==> src/rtl/noc_pkg.sv <==
// Shared NoC definitions: flit layout, output-port indices and the XY route helper.
package noc_pkg;

   localparam int unsigned FLIT_W       = 20;
   localparam int unsigned COORD_W      = 2;
   localparam int unsigned CREDIT_DEPTH = 4;

   localparam int unsigned DST_X_MSB = 19;
   localparam int unsigned DST_X_LSB = 18;
   localparam int unsigned DST_Y_MSB = 17;
   localparam int unsigned DST_Y_LSB = 16;

   localparam int unsigned NUM_PORTS  = 5;
   localparam int unsigned PORT_LOCAL = 0;
   localparam int unsigned PORT_EAST  = 1;
   localparam int unsigned PORT_WEST  = 2;
   localparam int unsigned PORT_NORTH = 3;
   localparam int unsigned PORT_SOUTH = 4;

   typedef logic [NUM_PORTS-1:0] port_vec_t;

   // Dimension-ordered routing: resolve X first, then Y, else eject locally.
   function automatic port_vec_t route_xy(input logic [COORD_W-1:0] dx,
                                          input logic [COORD_W-1:0] dy,
                                          input logic [COORD_W-1:0] x,
                                          input logic [COORD_W-1:0] y);
      port_vec_t r;
      r = '0;
      if (dx > x)      r[PORT_EAST]  = 1'b1;
      else if (dx < x) r[PORT_WEST]  = 1'b1;
      else if (dy > y) r[PORT_NORTH] = 1'b1;
      else if (dy < y) r[PORT_SOUTH] = 1'b1;
      else             r[PORT_LOCAL] = 1'b1;
      return r;
   endfunction

endpackage

==> src/rtl/flit_fifo.sv <==
// Synchronous flit FIFO; full/empty derive from the count, pushes into a full FIFO
// with no concurrent pop are dropped and reported.
module flit_fifo #(
   parameter int unsigned DEPTH  = 4,
   parameter int unsigned FLIT_W = 20
) (
   input  logic                     clk,
   input  logic                     rst_n,
   input  logic                     push,
   input  logic [FLIT_W-1:0]        wr_data,
   input  logic                     pop,
   output logic [FLIT_W-1:0]        rd_data,
   output logic                     full,
   output logic                     empty,
   output logic [$clog2(DEPTH):0]   count,
   output logic                     popped,
   output logic                     dropped
);

   localparam int unsigned AW = $clog2(DEPTH);

   logic [FLIT_W-1:0] mem_q [DEPTH];
   logic [AW-1:0]     wr_ptr_q, rd_ptr_q;
   logic [AW:0]       count_q;
   logic              do_push, do_pop;

   assign full    = (count_q == (AW+1)'(DEPTH));
   assign empty   = (count_q == '0);
   assign do_pop  = pop & ~empty;
   // A full FIFO still accepts a push when the head leaves in the same cycle.
   assign do_push = push & (~full | do_pop);
   assign dropped = push & ~do_push;
   assign popped  = do_pop;
   assign rd_data = mem_q[rd_ptr_q];
   assign count   = count_q;

   always_ff @(posedge clk) begin
      if (!rst_n) begin
         wr_ptr_q <= '0;
         rd_ptr_q <= '0;
         count_q  <= '0;
      end else begin
         if (do_push) wr_ptr_q <= wr_ptr_q + AW'(1);
         if (do_pop)  rd_ptr_q <= rd_ptr_q + AW'(1);
         if (do_push && !do_pop)      count_q <= count_q + (AW+1)'(1);
         else if (do_pop && !do_push) count_q <= count_q - (AW+1)'(1);
      end
   end

   always_ff @(posedge clk) begin
      if (do_push) mem_q[wr_ptr_q] <= wr_data;
   end

endmodule

==> src/rtl/router_local_inport.sv <==
// Router local input port: buffers PE flits, returns credits on dequeue and
// presents the XY route request of the head flit to the switch allocator.
module router_local_inport #(
   parameter int unsigned DEPTH   = noc_pkg::CREDIT_DEPTH,
   parameter int unsigned FLIT_W  = noc_pkg::FLIT_W,
   parameter int unsigned COORD_W = noc_pkg::COORD_W,
   parameter int unsigned X_COORD = 0,
   parameter int unsigned Y_COORD = 0
) (
   input  logic                    clk,
   input  logic                    RST,
   input  logic [FLIT_W-1:0]       flit_in,
   input  logic                    flit_in_valid,
   output logic                    credit_out,
   output logic [4:0]              req,
   output logic [FLIT_W-1:0]       flit_out,
   input  logic                    grant,
   output logic [$clog2(DEPTH):0]  occupancy,
   output logic                    overflow_err
);

   import noc_pkg::*;

   localparam logic [COORD_W-1:0] MY_X = COORD_W'(X_COORD);
   localparam logic [COORD_W-1:0] MY_Y = COORD_W'(Y_COORD);

   logic      full, empty, popped, dropped;
   logic      credit_q, overflow_q;
   port_vec_t route;

   flit_fifo #(
      .DEPTH  (DEPTH),
      .FLIT_W (FLIT_W)
   ) u_fifo (
      .clk     (clk),
      .rst_n   (RST),
      .push    (flit_in_valid),
      .wr_data (flit_in),
      .pop     (grant),
      .rd_data (flit_out),
      .full    (full),
      .empty   (empty),
      .count   (occupancy),
      .popped  (popped),
      .dropped (dropped)
   );

   always_comb begin
      route = route_xy(flit_out[DST_X_MSB:DST_X_LSB], flit_out[DST_Y_MSB:DST_Y_LSB],
                       MY_X, MY_Y);
   end

   assign req = route & {5{~empty}};

   always_ff @(posedge clk) begin
      if (!RST) begin
         credit_q   <= 1'b0;
         overflow_q <= 1'b0;
      end else begin
         credit_q <= popped;
         if (dropped) overflow_q <= 1'b1;
      end
   end

   assign credit_out   = credit_q;
   assign overflow_err = overflow_q;

   logic unused_full;
   assign unused_full = full;

endmodule

==> config.mk <==
export PLATFORM = sky130hd
export DESIGN_NAME = router_local_inport
export DESIGN_NICKNAME = d
export VERILOG_FILES = /design/src/rtl/noc_pkg.sv /design/src/rtl/flit_fifo.sv /design/src/rtl/router_local_inport.sv
export SDC_FILE = /design/constraint.sdc
export NUM_CORES = 1
export LEC_CHECK = 0
export CORE_MARGIN = 2
export CORE_UTILIZATION = 55
export DETAILED_ROUTE_END_ITERATION = 16
export PLACE_DENSITY_LB_ADDON = 0.1
export SLEW_MARGIN = 20
export SYNTH_ARGS = -nofsm -noshare
export SYNTH_HDL_FRONTEND = slang
export SYNTH_HIERARCHICAL = 1
export SYNTH_SLANG_ARGS = --single-unit
==> constraint.sdc <==
create_clock -name clk -period 4.1 [get_ports clk]
set_input_delay 0.82 -clock clk [delete_from_list [all_inputs] [get_ports clk]]
set_output_delay 0.82 -clock clk [all_outputs]
set_load 0.01 [all_outputs]
==> flow_metrics.py <==
metrics = {
    "layout": {
        "syn_to_final_growth_pct": 23.8,
        "drive_gt1_frac": 0.197,
        "n_antenna_cell": 0,
        "stdcell_area_um2": 4330,
        "nNetsFinal": 258,
    },
    "yosys": {
        "syn_inst": 167,
        "syn_area_um2": 3500,
        "yosys_warnings": 6,
        "avgSynthCellArea_um2": 20.9,
    },
    "floorplan": {
        "die_y_um": 83.8,
        "die_w_um": 83.8,
        "rows": 29,
        "ioPinCount": 54,
        "start_util": 0.561,
        "die-area_um2": 7010,
        "core_area_um2": 6240,
    },
    "power": {
        "ir_drop_mv": 0.519,
        "p_seq_frac": 0.453,
        "p_sw_frac": 0.269,
        "p_int_mw": 1.89,
        "power_density_nw_per_um2": 596,
        "p_sw_uw": 695,
        "combPwrFrac": 0.294,
        "clockPowerShare": 0.253,
        "cellLeakagePower_nw": 1.43,
    },
    "setup_path": {
        "cp-end-kind": "primary output",
        "worst_r2r_endpoint": "u_fifo/count[2]$_SDFFE_PN0P_",
        "criticalPathCategory": "reg -> out",
        "rr_startpoint": "u_fifo/count[0]$_SDFFE_PN0P_",
        "reg2reg_setup_slack_ns": 1.61,
        "cp_slowest_cell": "mux4_2",
        "critPathLaunchType": "flop",
        "critPathBufInv": 2,
        "crit_path_cell_trace": "buf_4 -> mux4_2 -> nor3_2 -> clkdlybuf4s50_1",
        "r2r_cells": 8,
        "slowest_delay_ns": 0.59,
        "worstPathRequired_ns": 3.28,
        "cp_num_cells": 4,
        "critPathTopFamily": "buffers and inverters",
        "cp.arrival_ns": 2.50,
        "crit_fanout": 18,
    },
    "timing": {
        "tns_ns": 0,
        "skew_ns": 0.00953,
        "hold_viol": 0,
        "drv_slew": 0,
        "rsz0062_at_grt": "false",
        "fmax_ghz": 0.301,
        "setup_viol": 0,
        "timing.final.crit_share": 0.810,
        "holdWs_ns": 0.501,
        "fin_crit_ns": 3.32,
    },
    "hold_path": {
        "min_to": "overflow_err$_SDFFE_PN0P_",
        "hold_path_class": "reg -> reg",
        "hold_depth": 1,
        "hold_path.startpoint": "overflow_err$_SDFFE_PN0P_",
    },
    "placement": {
        "dp_hpwl_mm": 3.69,
        "port_buffers": 51,
        "placedInstanceArea_um2": 4110,
        "place_congestion": 0.760,
    },
    "route": {
        "remaining_drc_errors": 0,
        "wirelength_mm": 5.82,
        "vias_per_cell": 5.40,
        "drt-initial-drc-count": 66,
        "via_count": 1673,
        "firstDrtPassIters": 4,
        "postRouteAntennaNets": 0,
        "avgRoutedWirePerCell_um": 18.8,
    },
    "global_route": {
        "antenna_found_initial": 0,
        "grt-ovfl-total": 0,
        "first_global_vias": 1873,
        "grt_pass1_wl_mm": 9.31,
        "grt_max_degree": 21,
        "grt_usage": 0.184,
    },
    "clock_tree": {
        "postCtsSetupBuffers": 0,
        "clockBufferDepth": 2,
        "cts_resized": 0,
        "hold_buffers": 0,
        "clkTransAtPathRegs_ns": 0.08,
        "clkLatencyLatePin_ns": 0.35,
        "htree_levels": 3,
        "cts_tree": "built",
        "clock_sinks": 91,
        "cts_buffers": 9,
        "clockRootBuffer": "clkbuf_8",
    },
    "run": {
        "maxCapViolations": 0,
    },
    "run_status": {
        "outcome": "completed",
    },
}
[routing by layer]
metal | GRT usage | vias to the layer above | part of all wire
met3 | 0.0465 | 13 | 0.036
met5 | 0 | - | 0
met1 | 0.225 | 843 | 0.41
met4 | 0.0894 | 0 | 0.021
li1 | - | 781 | -
met2 | 0.306 | 36 | 0.53
[flip-flops by register name, indices dropped and copies added (netlist names), named ones only]
register and cells:
u_fifo/mem_q 80, u_fifo/count 3, u_fifo/rd_ptr_q 2, u_fifo/wr_ptr_q 2
credit_out 1, overflow_err 1
[worst max path at each step]
stage / startpoint / end / slack, ns
floorplan: flop / req[3] / 1.51
global route: flop / req[0] / 0.62
CTS: flop / req[0] / 0.72
finish: flop / req[0] / 0.78
detailed placement: grant / u_fifo/count[2]$_SDFFE_PN0P_ / 0.76
global placement: grant / u_fifo/count[2]$_SDFFE_PN0P_ / 0.90
[power groups by stage]
stage	Sequential, mW	Clock [mW]	Combinational, mW
4_1_cts	1.17	0.668	0.771
3_3_place_gp	1.19	0	0.749
3_5_place_dp	1.19	0	0.760
5_1_grt	1.18	0.703	0.815
2_1_floorplan	1.18	0	0.430
6_report	1.17	0.652	0.760
[placed cells by master, fill, tap and decap left out, types with 2 or more instances in the layout]
| master | count |
|---|---|
| nor2_1 | 4 |
| inv_1 | 4 |
| conb_1 | 2 |
| edfxtp_1 | 80 |
| clkinvlp_4 | 3 |
| mux2i_1 | 3 |
| nor2b_1 | 2 |
| clkbuf_8 | 9 |
| clkdlybuf4s50_1 | 51 |
| and2_1 | 10 |
| xnor2_1 | 3 |
| bufinv_16 | 2 |
| mux4_2 | 20 |
| buf_4 | 6 |
| ha_1 | 5 |
| nand2_1 | 4 |
| dfxtp_1 | 11 |
[through the flow]
stage                     cells  power [mW]  worst slack, ns  utilization
after floorplan             168        1.61             1.51            -
after global placement      294        1.93            0.904        0.658
after detailed placement    294        1.95            0.763        0.658
after CTS                   310        2.61            0.721        0.694
after global routing        310        2.70            0.619        0.694
final                       310        2.58            0.780        0.694
[layout make-up]
cell class,count,area (um^2)
fill,419,1910
clock buffer,9,124
sequential,91,2620
multi-input combinational,65,817
clock inverter,7,100
timing repair buffer,57,556
tap,77,96.3
inverter,4,15.0
[worst register-to-register path, delay by kind of cell, from the launching register on]
kind	cells	cell delay (ns)
xor+xnor	1	0.16
simple gates	3	0.80
buf+inv	1	0.08
compound gates	1	0.16
flops	1	0.57
fa+ha+maj	2	0.66
Power figures use the tool's default switching activity.
